## src/rtl/axis_s_pkt_rx_if.sv

```systemverilog
// AXI-Stream beat channel shared by axis_s_pkt_rx and its upstream source.
//   tvalid : source has a beat on tdata/tlast
//   tdata  : beat payload, DATA_W bits
//   tlast  : marks the final beat of a packet
//   tready : sink can accept a beat this cycle
// Modports: master drives the beat, slave returns tready.
interface axis_s_pkt_rx_if #(
  parameter int DATA_W = 8
);
  logic              tvalid;
  logic [DATA_W-1:0] tdata;
  logic              tlast;
  logic              tready;

  modport master (output tvalid, output tdata, output tlast, input tready);
  modport slave  (input tvalid, input tdata, input tlast, output tready);
endinterface

```

## src/rtl/axis_s_pkt_rx.sv

```systemverilog
// AXI-Stream slave receiving fixed PKT_LEN-beat packets and checking tlast framing.
// Good packets are assembled into pkt_data and held on a valid/ready handshake;
// short packets (early tlast) and long packets (no tlast on the final beat) are
// discarded, pulsed on err_short/err_long and counted in err_count.
// Ports:
//   s_axis_aclk    : clock, rising edge
//   s_axis_aresetn : asynchronous active-low reset
//   s_axis         : beat channel (slave modport), tready is registered
//   pkt_valid/pkt_ready/pkt_data : assembled packet handshake, beat 0 in the LSBs
//   pkt_count      : good packets accepted, wraps
//   err_short/err_long : one-cycle error pulses
//   err_count      : short plus long errors, wraps
module axis_s_pkt_rx #(
  parameter int DATA_W  = 8,
  parameter int PKT_LEN = 4,
  parameter int CNT_W   = 16
) (
  input  logic                      s_axis_aclk,
  input  logic                      s_axis_aresetn,
  axis_s_pkt_rx_if.slave            s_axis,
  output logic                      pkt_valid,
  input  logic                      pkt_ready,
  output logic [PKT_LEN*DATA_W-1:0] pkt_data,
  output logic [CNT_W-1:0]          pkt_count,
  output logic                      err_short,
  output logic                      err_long,
  output logic [CNT_W-1:0]          err_count
);

  localparam int          IDX_W    = $clog2(PKT_LEN);
  localparam int unsigned BUF_N    = PKT_LEN - 1;
  localparam logic [IDX_W-1:0] LAST_IDX = IDX_W'(PKT_LEN - 1);

  typedef enum logic [1:0] {
    ST_RECV = 2'd0,
    ST_DROP = 2'd1,
    ST_HOLD = 2'd2
  } state_t;

  state_t                      r_state;
  state_t                      w_state_nxt;
  logic [IDX_W-1:0]            r_idx;
  logic [IDX_W-1:0]            w_idx_nxt;
  logic                        r_tready;
  logic                        w_xfer;
  logic                        w_good;
  logic                        w_short;
  logic                        w_long;
  logic                        r_err_short;
  logic                        r_err_long;
  logic [DATA_W-1:0]           r_buf [BUF_N];
  logic [PKT_LEN*DATA_W-1:0]   w_asm;
  logic [PKT_LEN*DATA_W-1:0]   r_pkt_data;
  logic [CNT_W-1:0]            r_pkt_count;
  logic [CNT_W-1:0]            r_err_count;

  assign w_xfer = s_axis.tvalid & r_tready;

  always_comb begin
    w_state_nxt = r_state;
    w_idx_nxt   = r_idx;
    w_good      = 1'b0;
    w_short     = 1'b0;
    w_long      = 1'b0;
    case (r_state)
      ST_RECV: begin
        if (w_xfer) begin
          if (s_axis.tlast) begin
            w_idx_nxt = '0;
            if (r_idx == LAST_IDX) begin
              w_good      = 1'b1;
              w_state_nxt = ST_HOLD;
            end else begin
              w_short = 1'b1;
            end
          end else if (r_idx == LAST_IDX) begin
            w_long      = 1'b1;
            w_idx_nxt   = '0;
            w_state_nxt = ST_DROP;
          end else begin
            w_idx_nxt = r_idx + IDX_W'(1);
          end
        end
      end
      ST_DROP: begin
        if (w_xfer && s_axis.tlast) w_state_nxt = ST_RECV;
      end
      ST_HOLD: begin
        if (pkt_ready) w_state_nxt = ST_RECV;
      end
      default: begin
        w_state_nxt = ST_RECV;
        w_idx_nxt   = '0;
      end
    endcase
  end

  // The final beat is never buffered: it is taken straight from tdata while
  // the rest of the packet comes out of the working buffer.
  always_comb begin
    w_asm = '0;
    for (int unsigned i = 0; i < BUF_N; i++) begin
      w_asm[i*DATA_W +: DATA_W] = r_buf[i];
    end
    w_asm[BUF_N*DATA_W +: DATA_W] = s_axis.tdata;
  end

  always_ff @(posedge s_axis_aclk or negedge s_axis_aresetn) begin
    if (!s_axis_aresetn) begin
      r_state     <= ST_RECV;
      r_idx       <= '0;
      r_tready    <= 1'b0;
      r_err_short <= 1'b0;
      r_err_long  <= 1'b0;
      r_pkt_data  <= '0;
      r_pkt_count <= '0;
      r_err_count <= '0;
      for (int unsigned i = 0; i < BUF_N; i++) r_buf[i] <= '0;
    end else begin
      r_state     <= w_state_nxt;
      r_idx       <= w_idx_nxt;
      // tready follows the next state so it is already low on the first HOLD cycle.
      r_tready    <= (w_state_nxt != ST_HOLD);
      r_err_short <= w_short;
      r_err_long  <= w_long;
      if (w_good) begin
        r_pkt_data  <= w_asm;
        r_pkt_count <= r_pkt_count + CNT_W'(1);
      end
      if (w_short || w_long) r_err_count <= r_err_count + CNT_W'(1);
      if (r_state == ST_RECV && w_xfer) begin
        for (int unsigned i = 0; i < BUF_N; i++) begin
          if (r_idx == IDX_W'(i)) r_buf[i] <= s_axis.tdata;
        end
      end
    end
  end

  assign s_axis.tready = r_tready;
  assign pkt_valid     = (r_state == ST_HOLD);
  assign pkt_data      = r_pkt_data;
  assign pkt_count     = r_pkt_count;
  assign err_count     = r_err_count;
  assign err_short     = r_err_short;
  assign err_long      = r_err_long;

endmodule

```

## src/flat_wrapper.sv

```systemverilog
// flat-port wrapper written by rule: the top's interface ports become plain ports
module axis_s_pkt_rx_flat 
#(
  parameter int DATA_W  = 8,
  parameter int PKT_LEN = 4,
  parameter int CNT_W   = 16
)
  (s_axis_aclk, s_axis_aresetn, pkt_valid, pkt_ready, pkt_data, pkt_count, err_short, err_long, err_count, s_axis_tvalid, s_axis_tdata, s_axis_tlast, s_axis_tready);
  axis_s_pkt_rx_if #(.DATA_W(DATA_W)) s_axis_i ();
  input  logic s_axis_aclk;
  input  logic s_axis_aresetn;
  output logic pkt_valid;
  input  logic pkt_ready;
  output logic [PKT_LEN*DATA_W-1:0] pkt_data;
  output logic [CNT_W-1:0] pkt_count;
  output logic err_short;
  output logic err_long;
  output logic [CNT_W-1:0] err_count;
  input wire logic [$bits(s_axis_i.tvalid)-1:0] s_axis_tvalid;
  input wire logic [$bits(s_axis_i.tdata)-1:0] s_axis_tdata;
  input wire logic [$bits(s_axis_i.tlast)-1:0] s_axis_tlast;
  output wire logic [$bits(s_axis_i.tready)-1:0] s_axis_tready;
  assign s_axis_i.tvalid = s_axis_tvalid;
  assign s_axis_i.tdata = s_axis_tdata;
  assign s_axis_i.tlast = s_axis_tlast;
  assign s_axis_tready = s_axis_i.tready;
  axis_s_pkt_rx #(.DATA_W(DATA_W), .PKT_LEN(PKT_LEN), .CNT_W(CNT_W)) u_core (.s_axis_aclk(s_axis_aclk), .s_axis_aresetn(s_axis_aresetn), .s_axis(s_axis_i), .pkt_valid(pkt_valid), .pkt_ready(pkt_ready), .pkt_data(pkt_data), .pkt_count(pkt_count), .err_short(err_short), .err_long(err_long), .err_count(err_count));
endmodule
```

## config.mk

```make
export PLATFORM = sky130hd
export DESIGN_NAME = axis_s_pkt_rx_flat
export DESIGN_NICKNAME = d
export VERILOG_FILES = /design/src/rtl/axis_s_pkt_rx_if.sv /design/src/rtl/axis_s_pkt_rx.sv /design/src/flat_wrapper.sv
export SDC_FILE = /design/constraint.sdc
export NUM_CORES = 1
export LEC_CHECK = 0
export BUFFER_PORTS_ARGS = -buffer_cell sky130_fd_sc_hd__buf_2
export CORE_ASPECT_RATIO = 0.9
export CORE_UTILIZATION = 43
export DETAILED_ROUTE_END_ITERATION = 10
export HOLD_SLACK_MARGIN = 0.08
export PLACE_DENSITY = 0.62
export SETUP_SLACK_MARGIN = 0.5
export SLEW_MARGIN = 15
export SYNTH_ARGS = -nofsm -noshare
export SYNTH_HDL_FRONTEND = slang
export SYNTH_SLANG_ARGS = --single-unit
```

## constraint.sdc

```tcl
create_clock -name s_axis_aclk -period 3.4 [get_ports s_axis_aclk]
set_clock_uncertainty 0.2 [all_clocks]
set_input_delay 0.34 -clock s_axis_aclk [delete_from_list [all_inputs] [get_ports s_axis_aclk]]
set_output_delay 0.34 -clock s_axis_aclk [all_outputs]
set_load 0.01 [all_outputs]
```

==> flow_summary_export.csv <==
group,metric,value,unit
outcome,outcome,"finished clean",
clock_tree,cts.sinks,95,
sta,setup_tns,0,ps
worst_setup_path,rr_startpoint,"u_core.r_idx[0]",
yosys,synth_area_leader_cell,"dfrtp_1",
clock_tree,worstSkewPairLatency,350,ps
yosys,syn_inst,281,
die,num_rows,33,
worst_setup_path,crit_start,"u_core.r_idx[0]",
yosys,synth_nets,304,
worst_setup_path,worst-path-max-fanout,36,
yosys,async_flop_share,1.000,
clock_tree,cts_made_buffers,9,
worst_setup_path,cp-start-kind,"flip-flop",
cells_and_area,fin_util,0.5314,
min_path,worst_hold_path_type,"input pin to flip-flop",
yosys,synth.ff_latch_count,95,
clock_tree,htree_levels,3,
route,drc,0,
route,drt_first_pass_iters,4,
yosys,synth_edf_count,0,
placed_design,dpl_worst_slack,925.2,ps
sta,rsz0062_at_grt,"no",
sta,worst_slew_pin_slew,830.3,ps
cells_and_area,final_common_cell,"dfrtp_1",
worst_setup_path,cp-end-kind,"flip-flop",
route,drt_iter0_drc,58,
min_path,hold_path_depth,2,
power_and_ir_drop,power.density,718.7,mW/mm2
yosys,synth_ff_type,"dfrtp_1",
worst_setup_path,crit_end,"u_core.pkt_data[16]",
die,ios,81,
sta,fin_crit_sh,0.7335,
flow_run,maxCapViolCount,0,
clock_tree,postCtsSetupBuffers,0,
yosys,avgSynthCellArea,14.26,um2
cells_and_area,nets,399,
clock_tree,clock_path_buffers,2,
clock_tree,clk_pin_slew_worst_paths,90,ps
yosys,ys_warn_count,0,
worst_setup_path,path_class,"flip-flop to flip-flop",
worst_setup_path,arrival,2530,ps
power_and_ir_drop,power,3.469,mW
grt,grt_max_degree,66,
worst_setup_path,worstSetupPathDepth,4,
route,wl_per_cell,14.51,um
clock_tree,cts-root-buf,"clkbuf_8",
cells_and_area,layout.cells.non_filler,503,
sta,hold_viol,0,
worst_setup_path,required,3430,ps
grt,grt-ovfl-total,0,
yosys,ys_seq_area_frac,0.5932,
route,via_count,2536,
route,ant_nets,0,
worst_setup_path,rr_endpoint,"u_core.pkt_data[16]",
die,core_area,0.009084,mm2
sta,fin_hold_ws,117.5,ps
worst_setup_path,cp_num_buf_inv,0,
cells_and_area,fillers,842,
grt,grt_pass1_wl,12180,um
sta,fmax,0.4010,GHz
sta,final.min_clock_period,2494,ps
cells_and_area,final_cell_mix,"95 x dfrtp_1, 79 x buf_2, 56 x mux2_2",
worst_setup_path,r2r_setup_slack,910,ps
cells_and_area,area_delta_synth_final,20.45,%
power_and_ir_drop,total_leakage_power,2.467,nW
placed_design,dpl-instance-area,0.004534,mm2
placed_design,portBuffers,80,
yosys,yosys-top-cells-area,"dfrtp_1 59%, mux2_2 16%, xnor2_1 4.6%, ha_1 3.1%, xor2_1 2.2%",
worst_setup_path,critical-path-top-delay-family,"simple AND/OR/NAND/NOR gates",
worst_setup_path,r2r_cells,4,
power_and_ir_drop,peakVddDrop,0.3337,mV
worst_setup_path,crit_chain,"ha_1, nand3_2, nor2_8, mux2_2",
cells_and_area,fin_area,0.004827,mm2
worst_setup_path,critPathMaxStageDelay,620,ps
worst_setup_path,slowest_stage,"nor2_8",
yosys,yosysTopAreaCellShare,0.5932,
sta,slew_headroom,0.4465,
placed_design,globalplace.congestion,0.7455,
sta,setup_violations,0,
die,die_h,93.59,um
sta,setup_slack,906.0,ps
grt,grt_usage,0.1603,
cells_and_area,antenna_cells,0,
route,via_per_inst,5.042,
grt,antenna_found_initial,0,
placed_design,dp_cells,478,
clock_tree,cts_tree,"yes",
sta,slew_viol_final,0,
yosys,synthesis.area,0.004008,mm2
cells_and_area,final_layout_size_suffix_gt1_frac,0.4278,
grt,grt_pass1_vias,2439,
die,die_w,103.8,um
die,dieArea,0.009710,mm2
yosys,yosysUniqueCellTypes,35,
route,wirelength,7300,um
placed_design,hpwlAfterDp,5018,um
die,start_util,0.4412,
-- report_power, final --
group	switching, mW	total, mW	internal (mW)
logic	0.484	1.01	0.531
clock network	0.397	0.743	0.346
registers	0.218	1.71	1.49
-- what timing repair did --
action | CTS | global route
hold buffers | 9 | 0
endpoints found under the hold margin | 96 | 0
setup endpoints to repair | 0 | 0
gates resized for setup | 0 | 0
-- Yosys cell counts (2+ instances only) --
cell type and instances:
dfrtp_1 95, mux2_2 56, xnor2_1 21, nand2_1 16, nand3_1 13, ha_1 10
xor2_1 10, nand4_1 8, and3_1 5, inv_1 5, nor2_1 4, nor3_1 4
buf_2 3, buf_6 3, a21oi_1 2, mux2_1 2, nand2b_1 2, nor2b_1 2
nor4_2 2, nor4_4 2, o21ai_0 2
-- per-layer routing --
metal	part of all wire	vias to the layer above	global-route usage	wire length [um]
li1	-	1179	-	-
met1	0.47	1290	0.2126	3421
met2	0.48	56	0.2595	3503
met3	0.040	11	0.04530	290
met4	0.012	0	0.04286	86
met5	0	-	0	0
-- cells by family (layout without fill, tap and decap cells) --
logic type / count (synthesis) / after routing / synth area share
muxes: 59 / 59 / 0.1655
AOI/OAI and AO/OA: 8 / 8 / 0.01343
and+or+nand+nor: 66 / 66 / 0.1080
adders and majority gates: 10 / 10 / 0.03122
DFF: 95 / 95 / 0.5932
buffers and inverters: 11 / 111 / 0.01686
xor gates and xnor gates: 32 / 32 / 0.07181
-- how the worst min path moves through the flow --
stage                              start                   end  slack, ps
finish                      s_axis_tlast       u_core.err_long        120
global placement    u_core.err_count[15]  u_core.err_count[15]        260
detailed placement  u_core.err_count[15]  u_core.err_count[15]        260
global route                s_axis_tlast       u_core.err_long        130
CTS                         s_axis_tlast       u_core.err_long         90
floorplan                 s_axis_aresetn   u_core.err_count[0]       -160
-- area by class of cell --
type	count	area, um2	share of cell area
Sequential cell	95	2377	0.4925
Multi-Input combinational cell	175	1563	0.3237
Timing Repair Buffer	90	513.0	0.1063
Tap cell	122	152.6	0.03162
Clock buffer	9	123.9	0.02566
Clock inverter	7	78.83	0.01633
Inverter	5	18.77	0.003888
-- flip-flops by register name (all words and copies together), names as in the netlist --
name and cells:
u_core.s_axis.tready 1, u_core.pkt_count 16, u_core.r_state 2, u_core.err_count 16, u_core.err_short 1, u_core.r_buf 24, u_core.r_idx 2, u_core.pkt_data 32
u_core.err_long 1
-- worst register-to-register path, cell delays in order (launching register included) --
cell and delay, ps:
dfrtp_1 450, ha_1 360, nand3_2 320, nor2_8 620, mux2_2 420
(Power assumes the default switching activity.)
